--- src/rtl/motor_ramp_ctrl.sv ---
// Motion sequencer for the PWM motor driver. It produces a soft-start duty ramp, a hold phase,
// a soft-stop ramp and a dead time before each reversal, and aborts at once on the travel limit.
module motor_ramp_ctrl #(
  parameter int DUTY_W   = 8,
  parameter int DUTY_MAX = 200,
  parameter int STEP_DIV = 5000,
  parameter int DEAD_CYC = 50000
) (
  input  logic              sclk,
  input  logic              s_rst_n,
  input  logic              start,
  input  logic              stop,
  input  logic              dir_req,
  input  logic              limit_l,
  input  logic              limit_r,
  output logic              enable,
  output logic              direct,
  output logic [DUTY_W-1:0] duty,
  output logic              busy,
  output logic              done,
  output logic              lim_hit
);

  localparam int PW = (STEP_DIV > 1) ? $clog2(STEP_DIV) : 1;
  localparam int DW = (DEAD_CYC > 1) ? $clog2(DEAD_CYC) : 1;

  localparam logic [PW-1:0]     STEP_LAST = PW'(STEP_DIV - 1);
  localparam logic [DW-1:0]     DEAD_LAST = DW'(DEAD_CYC - 1);
  localparam logic [DUTY_W-1:0] DUTY_TOP  = DUTY_W'(DUTY_MAX);
  localparam logic [DUTY_W-1:0] DUTY_ONE  = DUTY_W'(1);

  typedef enum logic [2:0] {IDLE, DEAD, RAMP_UP, RUN, RAMP_DOWN} state_t;

  state_t        state;
  logic [PW-1:0] presc;
  logic [DW-1:0] dead_cnt;
  logic          travel_lim;
  logic          req_lim;

  // Motion limit follows the latched direction. The start check uses the requested direction.
  assign travel_lim = direct  ? limit_r : limit_l;
  assign req_lim    = dir_req ? limit_r : limit_l;

  always_ff @(posedge sclk or negedge s_rst_n) begin
    if (!s_rst_n) begin
      state    <= IDLE;
      presc    <= '0;
      dead_cnt <= '0;
      enable   <= 1'b0;
      direct   <= 1'b0;
      duty     <= '0;
      busy     <= 1'b0;
      done     <= 1'b0;
      lim_hit  <= 1'b0;
    end else begin
      // NOTE: the pulses default low on every edge. A later non-blocking assignment in the same
      // block overrides this default, so each pulse lasts exactly one cycle without extra logic.
      done    <= 1'b0;
      lim_hit <= 1'b0;
      if (state != IDLE && travel_lim) begin
        state   <= IDLE;
        enable  <= 1'b0;
        duty    <= '0;
        busy    <= 1'b0;
        lim_hit <= 1'b1;
      end else begin
        case (state)
          IDLE: begin
            enable <= 1'b0;
            duty   <= '0;
            if (start && !stop && !req_lim) begin
              busy <= 1'b1;
              if (dir_req != direct) begin
                direct   <= dir_req;
                dead_cnt <= '0;
                state    <= DEAD;
              end else begin
                presc  <= '0;
                enable <= 1'b1;
                state  <= RAMP_UP;
              end
            end
          end
          DEAD: begin
            if (dead_cnt == DEAD_LAST) begin
              presc  <= '0;
              enable <= 1'b1;
              state  <= RAMP_UP;
            end else begin
              dead_cnt <= dead_cnt + DW'(1);
            end
          end
          RAMP_UP: begin
            if (stop) begin
              presc <= '0;
              state <= RAMP_DOWN;
            end else if (presc == STEP_LAST) begin
              presc <= '0;
              duty  <= duty + DUTY_ONE;
              if (duty == DUTY_TOP - DUTY_ONE) state <= RUN;
            end else begin
              presc <= presc + PW'(1);
            end
          end
          RUN: begin
            duty <= DUTY_TOP;
            if (stop) begin
              presc <= '0;
              state <= RAMP_DOWN;
            end
          end
          RAMP_DOWN: begin
            // Entering with duty already 0 (an early stop) completes on the very next edge.
            if (duty == '0) begin
              state  <= IDLE;
              enable <= 1'b0;
              busy   <= 1'b0;
              done   <= 1'b1;
            end else if (presc == STEP_LAST) begin
              presc <= '0;
              duty  <= duty - DUTY_ONE;
              if (duty == DUTY_ONE) begin
                state  <= IDLE;
                enable <= 1'b0;
                busy   <= 1'b0;
                done   <= 1'b1;
              end
            end else begin
              presc <= presc + PW'(1);
            end
          end
          default: begin
            state  <= IDLE;
            enable <= 1'b0;
            duty   <= '0;
            busy   <= 1'b0;
          end
        endcase
      end
    end
  end

endmodule

--- config.mk ---
export PLATFORM = sky130hd
export DESIGN_NAME = motor_ramp_ctrl
export DESIGN_NICKNAME = d
export VERILOG_FILES = /design/src/rtl/motor_ramp_ctrl.sv
export SDC_FILE = /design/constraint.sdc
export NUM_CORES = 1
export LEC_CHECK = 0
export BUFFER_PORTS_ARGS = -buffer_cell sky130_fd_sc_hd__buf_2
export CAP_MARGIN = 25
export CORE_AREA = 2 2 96 98
export CTS_BUF_LIST = sky130_fd_sc_hd__clkbuf_4
export CTS_CLUSTER_DIAMETER = 150
export DETAILED_ROUTE_END_ITERATION = 6
export DIE_AREA = 0 0 98 100
export SYNTH_ARGS = -nofsm -noshare
export SYNTH_HDL_FRONTEND = slang
export SYNTH_SLANG_ARGS = --single-unit
--- constraint.sdc ---
create_clock -name sclk -period 4 [get_ports sclk]
set_input_delay 0.8 -clock sclk [delete_from_list [all_inputs] [get_ports sclk]]
set_output_delay 0.8 -clock sclk [all_outputs]
set_load 0.005 [all_outputs]
# ---- Word-level counts from Yosys, hierarchy flattened
# Index checks and enable logic that the tools add are counted.
dict set report classes {
  addsub 4
  eq_ne 30
  mux 49
  n_bitwise 1
  reduce_logical 19
}
# op n
set ops {}
lappend ops {{two-way mux 13 bit} 7}
lappend ops {{case mux 13 bit (5 select lines)} 1}
lappend ops {{two-way mux 16 bit} 3}
lappend ops {{two-way mux 8 bit} 5}
lappend ops {{case mux 16 bit (2 select lines)} 1}
lappend ops {{case mux 8 bit (4 select lines)} 1}
lappend ops {{two-way mux 3 bit} 10}
lappend ops {{inequality test 3 bit (second input constant)} 7}
lappend ops {{two-way mux 1 bit} 17}
lappend ops {{adder 16 x 1 -> 16 bit (second input constant)} 1}
lappend ops {{== test 16 bit (second input constant)} 1}
lappend ops {{inequality test 2 bit (second input constant)} 8}
lappend ops {{inequality test 4 bit (second input constant)} 4}
lappend ops {{case mux 3 bit (5 select lines)} 1}
lappend ops {{AND reduction 7 bit} 2}
lappend ops {{adder 13 x 1 -> 13 bit (second input constant)} 1}
lappend ops {{== test 13 bit (second input constant)} 1}
lappend ops {{AND reduction 4 bit} 3}
lappend ops {{AND reduction 5 bit} 2}
lappend ops {{adder 8 x 1 -> 8 bit (second input constant)} 1}
lappend ops {{== test 8 x 1 -> 1 bit (second input constant)} 1}
lappend ops {{== test 8 bit (second input constant)} 1}
lappend ops {{zero test 8 bit} 1}
lappend ops {{subtractor 8 x 1 -> 8 bit (second input constant)} 1}
lappend ops {{other kinds (17)} 22}
dict set report totals {
  register_bits 45
  in_bits 7
}

# ---- Logic depth before layout (Yosys ltp)
# Gate-level depths: netlist (run 1).
dict set report depth {
  ltp_word 6
  ltp_mapped 9
  depth_no_buf 7
}

# ---- Worst setup path before layout (run 1)
# Ideal clock, no wire load.
dict set report synth_timing {
  path_type {input to register}
  startpoint {in limit_r}
  endpoint {reg dead_cnt[15]}
  setup_ns 0.066
  t_arrival_ns 2.266
  t_required_ns 3.934
  slack_ns 1.668
  cell_stages 6
  path_buffers 1
  path_cell_list {mux2i_2 nand3_2 or4_1 buf_2 or4_1 nand2_1}
}
dict set report synth_between {
  elab_chain_len 5
  elab_cells_between_ends 8
  cone_classes {eq/ne (1); mux (2); bitwise (1); reduce/logical (4)}
}
# item line
set synth_lines {}
lappend synth_lines {{start: declaration} 15} ;# input logic limit_r,
lappend synth_lines {{two-way mux 1 bit} 42} ;# assign req_lim = dir_req ? limit_r : limit_l;
lappend synth_lines {{zero test 1 bit} 71} ;# if (start && !stop && !req_lim) begin
lappend synth_lines {{logical AND 1 bit} 71}
lappend synth_lines {{inequality test 2 bit (no source line)} n/a}
lappend synth_lines {{AND reduction 5 bit (no source line) *} n/a}
lappend synth_lines {{end signal: assignment} 90} ;# dead_cnt <= dead_cnt + DW'(1);
lappend synth_lines {{end: declaration} 36} ;# logic [DW-1:0] dead_cnt;
# Every way passes the cells marked *; elsewhere a longest branch is shown, timed or not.
# A chain may end at the register's enable or synchronous reset.

# ---- Final worst setup path (run 1)
dict set report layout_timing {
  startpoint {reg state[0]}
  endpoint {reg duty[2]}
}
dict set report layout_between {
  elab_chain_len 4
  elab_cells_between_ends 14
  cone_classes {eq/ne (9); mux (2); reduce/logical (3)}
}
# item line
set layout_lines {}
lappend layout_lines {{start: declaration} 34} ;# state_t state;
lappend layout_lines {{start signal: assignment} 46} ;# state <= IDLE;
lappend layout_lines {{start signal: assignment} 61} ;# state <= IDLE;
lappend layout_lines {{start signal: assignment} 76} ;# state <= DEAD;
lappend layout_lines {{nonzero test 3 bit} 60} ;# if (state != IDLE && travel_lim) begin
lappend layout_lines {{logical AND 1 bit} 60}
lappend layout_lines {{inequality test 3 bit (no source line) / inequality test 2 bit (equally long branches)} n/a}
lappend layout_lines {{AND reduction 5 bit (no source line)} n/a}
lappend layout_lines {{end signal: assignment} 99} ;# duty <= duty + DUTY_ONE;
lappend layout_lines {{end signal: assignment} 121} ;# duty <= duty - DUTY_ONE;
lappend layout_lines {{end: declaration} 18} ;# output logic [DUTY_W-1:0] duty,
# Several ways; a longest one is shown, not always the timed one.

==> flow_summary_export.csv, run 1 <==
group,metric,value,unit
setup_path,ff2ff_path_depth,5,
global_route,grt_max_degree,46,
final_layout,antenna_cells,0,
global_route,first_global_vias,2461,
floorplanning,dieArea,9800,sq um
flow_run,maxCapViolations,0,
setup_path,reg2reg_from,"state[0]",
final_layout,final_util,35.7,%
setup_path,reg2reg_setup_slack,1.49,ns
logic_synthesis,synth_edf_count,0,
logic_synthesis,synth.distinct_cells,60,
floorplanning,io_pins,20,
placed_design,io_buffers,19,
logic_synthesis,syn_area,2930,sq um
pwr,p_total,1360,uW
pwr,powerDensity,429,nW/um^2
final_layout,drive_gt1_share,13.0,%
cts,root_buffer,"clkbuf_4",
detailed_routing,drt-initial-drc-count,169,
detailed_routing,avgViaCountPerCell,5.68,
setup_path,end_kind,"flop",
global_route,overflow,0,
final_layout,final_cell_count_no_fill,457,
floorplanning,core,8890,sq um
detailed_routing,vias,2595,
final_layout,fillers,910,
cts,cts_tree,"built",
sta,hold_viol_final,0,
logic_synthesis,synth_top_area_cell,"dfrtp_1",
setup_path,critPathLaunchType,"flop",
cts,cts_htree_levels,2,
logic_synthesis,yosysWarnings,0,
sta,tns,0,ns
global_route,grt_use_total,14.4,%
detailed_routing,wire_per_inst,14.9,um
final_layout,synthToLayoutAreaGrowth,8.20,%
detailed_routing,firstDrtPassIters,4,
floorplanning,die-height,100,um
setup_path,worst_ep_required_time,4.25,ns
worst_hold_path,hold_path.class,"primary input to asynchronous set/reset pin",
placed_design,dpl.cell_count,447,
cts,post_cts_buffers,0,
cts,cts-resized-gates,0,
status,status,"completed",
final_layout,nNetsFinal,358,
detailed_routing,drtAntennaViolNets,0,
sta,min_period_over_period,62.7,%
placed_design,gp_congestion,0.813,
logic_synthesis,ys_async_sr_fraction,100,%
floorplanning,die_w,98,um
detailed_routing,wl,6.79,mm
logic_synthesis,ys_top_cells_by_area,"dfrtp_1 (38%), nor2_1 (4.4%), nand2_1 (3.5%), nand3_1 (3.4%), o21ai_0 (3.1%)",
logic_synthesis,synth-main-ff-cell,"dfrtp_1",
cts,clk_pin_slew,0.13,ns
setup_path,rr_endpoint,"duty[2]",
logic_synthesis,ys_seq_area_share,38.4,%
cts,clock_path_buffers,2,
floorplanning,initial_core_util,32.9,%
detailed_routing,remaining_drc_errors,0,
global_route,antenna_found_initial,0,
sta,finalCriticalPeriod,2.51,ns
sta,max_clock_freq,0.399,GHz
placed_design,dpl.hpwl,4.73,mm
pwr,peakVddDrop,0.129,mV
sta,setup_violations,0,
sta,rsz0062_at_grt,"false",
cts,numCtsBuffers,5,
sta,tightestPinTransition,0.931,ns
setup_path,arrival,2.76,ns
sta,slew_viol_final,0,
logic_synthesis,synth_top_area_share,38.4,%
setup_path,cp-endpoint,"duty[2]",
setup_path,path_class,"flop to flop",
cts,ctsHoldBuffers,0,
sta,maxSlewHeadroom,37.8,%
logic_synthesis,syn_inst,335,
floorplanning,rows,35,
cts,clock_sinks,45,
global_route,grt_first_pass_wirelength,11.8,mm
logic_synthesis,syn-num-nets,348,
setup_path,cp-startpoint,"state[0]",
logic_synthesis,ys_seq_elements,45,
cts,clk_latency,0.35,ns
setup_path,crit_fanout,20,
pwr,p_leak,0.00133,uW
logic_synthesis,avgSynthCellArea,8.74,sq um
sta,fin_skew,0.00873,ns
## worst max-delay path: stages (launching register included)
cell and delay, ns:
dfrtp_1 0.64, nor3b_2 0.70, nand4_1 0.27, o221a_2 0.26, and3_1 0.28, a32o_1 0.25
## flip-flops by register name, indices dropped and copies added (netlist names)
name	flops
busy	1
direct	1
done	1
enable	1
duty	8
dead_cnt	16
lim_hit	1
presc	13
state	3
## cells in the final DEF, fill, tap and decap left out, drive strengths merged, types with 3 or more instances in the layout
master | netlist | layout
nor4 | 5 | 5
nor3 | 11 | 11
clkbuf | 12 | 5
xnor2 | 4 | 4
o22ai | 3 | 3
inv | 11 | 11
or4 | 3 | 3
a211o | 6 | 6
xor2 | 3 | 3
and3 | 4 | 4
nor2 | 35 | 35
o31ai | 4 | 4
or3 | 7 | 7
and4 | 5 | 5
mux2 | 3 | 3
o21ai | 19 | 19
nor3b | 3 | 3
nand3 | 21 | 21
nand4 | 10 | 10
nand2 | 27 | 27
buf | 8 | 23
mux2i | 5 | 5
a221o | 4 | 4
nor4bb | 3 | 3
a21oi | 12 | 12
nand2b | 3 | 3
nor2b | 3 | 3
a211oi | 4 | 4
a22o | 10 | 10
ha | 6 | 6
dfrtp | 45 | 45
o211ai | 6 | 6
clkinv | 0 | 3
## cell families (layout without fill, tap and decap cells)
logic type	Yosys count	count (layout)	synth area share (%)
simple gates	151	151	28.2
mux	8	8	2.99
compound gates	87	87	21.4
xor+xnor	7	7	2.09
flops	45	45	38.4
buf+inv	31	42	4.36
fa+ha+maj	6	6	2.56
## metrics by stage
step | worst slack, ns | instance area (sq um) | hold WS [ns]
after floorplan | 1.67 | 2930 | 0.487
after global placement | 1.19 | 3090 | 0.511
after detailed placement | 1.13 | 3090 | 0.523
after CTS | 1.20 | 3140 | 0.542
after global routing | 1.34 | 3170 | 0.255
final | 1.49 | 3170 | 0.270
## Yosys cell counts (3+ instances only)
master / n
nand2_1: 27
a22o_1: 10
nor3_1: 11
clkbuf_1: 11
nor2b_1: 3
a21oi_1: 12
and4_1: 4
xnor2_1: 4
nand3_1: 20
ha_1: 6
or4_1: 3
a211oi_1: 4
mux2i_1: 4
dfrtp_1: 45
buf_2: 8
nor4bb_1: 3
or3_1: 7
nor4_1: 4
and3_1: 4
nand2b_1: 3
inv_1: 11
o22ai_1: 3
a211o_1: 6
a221o_1: 4
nand4_1: 10
o211ai_1: 6
o31ai_1: 4
o21ai_0: 18
nor2_1: 34
xor2_1: 3
mux2_2: 3
## area by class of cell
class	instances	area [sq um]	share of cell area (%)
Clock buffer	5	37.5	1.18
Inverter	11	41.3	1.30
Sequential cell	45	1130	35.5
Tap cell	111	139	4.38
Clock inverter	3	12.5	0.395
Timing Repair Buffer	23	138	4.34
Multi-Input combinational cell	259	1680	52.9
## routing by layer
layer	routed length [um]	global-route usage, %
met4	72	4.59
met1	3400	20.4
met2	3050	22.6
met5	0	0
met3	276	2.23
## power by group
group	internal [uW]	leakage, uW	switching (uW)
Combinational	226	0.000686	322
Sequential	510	0.000617	90.1
Clock	63.9	0.0000300	148
Total	799	0.00133	560
## worst min-delay path by stage
stage                start            to  cells after the start
2_1_floorplan  dead_cnt[0]   dead_cnt[0]                      1
3_3_place_gp        enable        enable                      2
3_5_place_dp   dead_cnt[0]   dead_cnt[0]                      1
4_1_cts        dead_cnt[0]   dead_cnt[0]                      1
5_1_grt            s_rst_n  dead_cnt[10]                      1
6_report           s_rst_n  dead_cnt[11]                      1
No activity file was read; power rests on OpenSTA's default activity.
==> inputs of run 2 (changes only) <==
Clock period 4 ns to 2.1 ns, I/O delays scaled along.
==> run 2 against run 1 <==
- critical path depth increased by 1
- critical endpoint is now dead_cnt[15]
- count of clock-buffer cells in the layout did not move
- maximum frequency rose by 26%
- sequential power rose by 80%
- sequential cell count stayed put
- clock power increased to 3.1 times the previous value
- largest cell class unchanged
==> flow_summary_export.csv, run 2 (same netlist as run 1, synthesis figures left out) <==
group,metric,value,unit
detailed_routing,drtAntennaViolNets,0,
global_route,grt_use_total,16.7,%
final_layout,synthToLayoutAreaGrowth,26.4,%
placed_design,io_buffers,19,
pwr,peakVddDrop,0.320,mV
final_layout,layout_common_cells,"buf_4 (61), dfrtp_1 (45), nor2_1 (34), nand2_1 (27), nand3_1 (20)",
floorplanning,core,8890,sq um
final_layout,largest_register_ffs,16,
detailed_routing,wire_per_inst,15.1,um
floorplanning,io_pins,20,
final_layout,largest-register,"dead_cnt",
sta,maxSlewHeadroom,73.3,%
pwr,p_leak,0.00165,uW
setup_path,worst_ep_required_time,2.42,ns
global_route,grt_use_met3,3.06,%
sta,setup_violations,0,
sta,hold_viol_final,0,
setup_path,critPathLaunchType,"flop",
final_layout,final_util,41.6,%
setup_path,path_class,"flop to flop",
detailed_routing,vias,2842,
sta,max_clock_freq,0.502,GHz
status,status,"completed",
detailed_routing,remaining_drc_errors,0,
global_route,grtUsageMet1,22.9,%
global_route,first_global_vias,2822,
final_layout,antenna_cells,0,
detailed_routing,wl,7.75,mm
sta,tns,0,ns
final_layout,final_common_cell,"buf_4",
cts,clk_pin_slew,0.14,ns
global_route,grt_first_pass_wirelength,13.5,mm
cts,numCtsBuffers,5,
final_layout,drive_gt1_share,29.0,%
flow_run,maxCapViolations,0,
cts,clock_path_buffers,2,
global_route,grt_max_degree,19,
cts,clk_latency,0.37,ns
sta,tightestPinTransition,0.400,ns
floorplanning,die-height,100,um
floorplanning,initial_core_util,32.9,%
sta,rsz0062_at_grt,"false",
detailed_routing,drt-initial-drc-count,138,
cts,root_buffer,"clkbuf_4",
sta,fin_skew,0.00765,ns
final_layout,final_cell_count_no_fill,515,
cts,clock_sinks,45,
final_layout,nNetsFinal,416,
placed_design,dpl.hpwl,5.80,mm
sta,slew_viol_final,0,
detailed_routing,avgViaCountPerCell,5.52,
sta,hold_ws,0.383,ns
global_route,overflow,0,
sta,min_period_over_period,94.8,%
setup_path,crit_fanout,8,
global_route,grt_util_met2,27.2,%
setup_path,end_kind,"flop",
floorplanning,dieArea,9800,sq um
cts,cts_htree_levels,2,
cts,cts_tree,"built",
detailed_routing,firstDrtPassIters,4,
placed_design,gp_congestion,0.866,
floorplanning,rows,35,
pwr,powerDensity,854,nW/um^2
placed_design,dpl.cell_count,504,
global_route,busiest_layer,"met2",
global_route,antenna_found_initial,0,
setup_path,arrival,2.31,ns
worst_hold_path,hold_path.class,"primary input to flop",
sta,finalCriticalPeriod,1.99,ns
floorplanning,die_w,98,um
final_layout,top_regs,"dead_cnt x16, presc x13, duty x8",
## run 2: cell types whose count changed in the layout (fill, tap and decap cells not counted), moves of 2 or more
cell and delta:
buf_4 +58, a21oi_1 -2, a21oi_2 +2, and3_1 -2, bufinv_16 +2, clkinv_1 -2
nor4bb_1 -2, nor4bb_2 +2
## run 2: power by group
group          switching, uW  internal (uW)  total, uW  leakage (uW)
clock network            294            369        662     0.0000552
logic                    764            659       1420      0.000981
registers                106            972       1080      0.000617
## run 2: repair_timing
item                       CTS  global route
gates resized for setup      3             8
hold endpoints to repair    10             0
pin swaps                    4             1
setup endpoints to repair   13            21
setup buffers                3             0
hold buffers                 1             0
cloned                       0             0
## run 2: routing by layer
| layer | vias up | routed length (um) |
|---|---|---|
| met2 | 49 | 3650 |
| li1 | 1394 | - |
| met3 | 8 | 238 |
| met1 | 1391 | 3780 |
| met5 | - | 0 |
| met4 | 0 | 91 |
## run 2: per-stage QoR
step	cell area [sq um]	total power, uW	worst slack [ns]
after global placement	3530	2450	0.0204
after detailed placement	3530	2470	-0.00209
after CTS	3670	3170	0.00409
after global routing	3700	3390	0.0000946
after floorplan	2950	1910	0.0465
final	3700	3160	0.109
## run 2: worst paths after layout
kind / from / end / slack (ns) / depth (start not counted)
setup / recovery: dead_cnt[0] / dead_cnt[15] / 0.11 / 6
hold / removal: dir_req / direct / 0.38 / 2
setup reg to reg: dead_cnt[0] / dead_cnt[15] / 0.11 / 6
hold reg to reg: presc[1] / presc[1] / 0.56 / 2
max in group asynchronous: s_rst_n / duty[0] / 1.12 / 3
min in group asynchronous: s_rst_n / dead_cnt[12] / 0.44 / 2
## run 2: final cells by class
class                   instances  area (sq um)
inverters                      11          41.3
flip-flops and latches         45          1130
multi-input cells             259          1730
repair buffers                 81           563
clock buffers                   5          37.5
fillers                       890          5190
clock inverters                 3          65.1
well taps                     111           139
## run 2: critical path, stage by stage, from the launching register on
cell	delay [ns]
dfrtp_1	0.40
ha_2	0.19
and3_4	0.15
and4_4	0.18
or4_4	0.47
or4_1	0.49
nand2_1	0.07
==> inputs of run 3 (changes only) <==
Settings changed: CORE_AREA 2 2 96 98 to 2 2 89 91, DIE_AREA 0 0 98 100 to 0 0 91 93.
Clock period 2.1 ns to 1.6 ns, I/O delays scaled along.
==> run 3 against run 2 <==
- the run now ends with setup timing left
- count of clock-buffer cells in the layout unchanged
- total power grew 57%
- sequential cell count unchanged
- global-route usage increased by 4.3 points
- first-iteration DRC count is 22% lower
- non-clock buffer count rose by 78
- cell count rose by 14%
- worst hold slack worse by 0.056 ns
- register-to-register slack got worse by 0.52 ns
- routed wire length grew 13%
- sequential share of layout area decreased by 6.5 points
- critical path type unchanged
- largest cell class unchanged
==> flow_summary_export.csv, run 3 (same netlist as run 1, synthesis figures left out) <==
group,metric,value,unit
status,violations,"setup timing",
final_layout,final_cell_count_no_fill,585,
floorplanning,core,7530,sq um
sta,finalCriticalPeriod,2.01,ns
detailed_routing,drt-initial-drc-count,107,
final_layout,antenna_cells,0,
floorplanning,io_pins,20,
placed_design,dpl.hpwl,6.14,mm
worst_hold_path,hold_path.class,"primary input to asynchronous set/reset pin",
global_route,grt_first_pass_wirelength,14.7,mm
cts,numCtsBuffers,5,
final_layout,drive_gt1_share,48.4,%
floorplanning,dieArea,8460,sq um
cts,clk_latency,0.36,ns
final_layout,fillers,618,
sta,maxSlewHeadroom,71.1,%
global_route,grt_use_total,20.9,%
cts,root_buffer,"clkbuf_4",
floorplanning,initial_core_util,38.9,%
cts,clk_pin_slew,0.14,ns
sta,hold_viol_final,0,
sta,setup_violations,39,
global_route,overflow,0,
sta,rsz0062_at_grt,"true",
final_layout,final_util,62.7,%
sta,tightestPinTransition,0.432,ns
detailed_routing,vias,3160,
placed_design,postPlaceCellArea,4060,sq um
final_layout,largest-register,"dead_cnt",
detailed_routing,avgViaCountPerCell,5.40,
sta,fin_skew,0.00588,ns
detailed_routing,wl,8.77,mm
cts,clock_path_buffers,2,
flow_run,maxCapViolations,0,
detailed_routing,firstDrtPassIters,4,
setup_path,end_kind,"flop",
cts,cts_tree,"built",
pwr,peakVddDrop,0.811,mV
floorplanning,rows,32,
setup_path,rr_endpoint,"dead_cnt[15]",
sta,min_period_over_period,126,%
placed_design,gp_congestion,0.873,
detailed_routing,remaining_drc_errors,0,
global_route,first_global_vias,3193,
final_layout,final_common_cell,"buf_4",
pwr,p_leak,0.00213,uW
setup_path,reg2reg_from,"dead_cnt[1]",
placed_design,io_buffers,19,
final_layout,nNetsFinal,495,
sta,slew_viol_final,0,
detailed_routing,wire_per_inst,15.0,um
setup_path,crit_fanout,5,
global_route,grt_max_degree,25,
setup_path,reg2reg_setup_slack,-0.41,ns
setup_path,path_class,"flop to flop",
final_layout,largest_register_ffs,16,
detailed_routing,drtAntennaViolNets,0,
setup_path,critPathLaunchType,"flop",
floorplanning,die-height,93,um
final_layout,top_regs,"dead_cnt x16, presc x13, duty x8",
sta,max_clock_freq,0.496,GHz
final_layout,synthToLayoutAreaGrowth,61.3,%
sta,timing.final.ws_setup,-0.414,ns
setup_path,arrival,2.33,ns
setup_path,worst_ep_required_time,1.91,ns
global_route,antenna_found_initial,0,
pwr,powerDensity,1050,nW/um^2
pwr,p_total,4960,uW
floorplanning,die_w,91,um
sta,tns,-9.31,ns
cts,cts_htree_levels,2,
final_layout,final_area,4720,sq um
final_layout,layout_common_cells,"buf_4 (114), dfrtp_1 (42), nor2_1 (29), nand2_1 (26), buf_2 (20)",
setup_path,ff2ff_path_depth,7,
cts,clock_sinks,45,
placed_design,dpl.cell_count,555,
status,status,"finished with violations",
run 3: cell types whose count changed in the layout (fill, tap and decap cells not counted), moves of 3 or more:
| cell | delta |
|---|---|
| o21ai_0 | -8 |
| o21ai_1 | +7 |
| buf_6 | +19 |
| dfrtp_2 | +3 |
| nor2_4 | +4 |
| buf_4 | +53 |
| nor3_2 | +4 |
| nor4_1 | -3 |
| nor3_1 | -4 |
| dfrtp_1 | -3 |
| nor2_1 | -5 |
| buf_12 | +5 |
run 3: how the worst max path moves through the flow:
| stage | startpoint | end | slack [ns] | depth (start not counted) |
|---|---|---|---|---|
| after CTS | dead_cnt[1] | dead_cnt[15] | -0.41 | 7 |
| after floorplan | dead_cnt[1] | dead_cnt[15] | -0.34 | 7 |
| after global placement | dead_cnt[1] | dead_cnt[15] | -0.40 | 7 |
| final | dead_cnt[1] | dead_cnt[15] | -0.41 | 7 |
| after global routing | direct | dead_cnt[15] | -0.49 | 5 |
| after detailed placement | dead_cnt[1] | presc[0] | -0.43 | 7 |
run 3: worst max-delay path, cell delays in order, from the launching register on:
cell	delay (ns)
dfrtp_1	0.42
ha_2	0.19
and3_4	0.14
and4_4	0.18
buf_6	0.11
or4_4	0.44
or4_1	0.41
nand2_1	0.07
run 3: through the flow:
stage	worst slack, ns	hold slack, ns
after floorplan	-0.344	0.0244
after global placement	-0.395	0.198
after detailed placement	-0.431	0.200
after CTS	-0.405	0.317
after global routing	-0.488	0.320
final	-0.414	0.328
run 3: metal layers:
layer / vias to the layer above / wire [um] / GRT usage [%]
met1: 1537 / 4040 / 28.6
met5: - / 0 / 0
met4: 0 / 89 / 4.92
li1: 1557 / - / -
met2: 57 / 4390 / 35.7
met3: 9 / 254 / 2.50
run 3: cell type report:
type	instances	area (sq um)	share of cell area [%]
clock inverter	3	41.3	0.874
timing repair buffer	159	1280	27.1
sequential	45	1130	23.9
inverter	11	41.3	0.874
tap	102	128	2.70
multi-input combinational	260	2070	43.7
clock buffer	5	37.5	0.795
run 3: power by group:
part           switching [uW]  internal [uW]  total, uW
Sequential                129           1280       1410
Clock                     396            324        720
Combinational            1340           1480       2830
Total                    1870           3090       4960
run 3: what timing repair did:
action | CTS | global route
setup buffers | 14 | 7
hold buffers | 1 | 0
resized for setup | 72 | 23
endpoints found under the setup margin | 43 | 45
cloned | 2 | 0
endpoints found under the hold margin | 8 | 0
pin swaps | 40 | 15
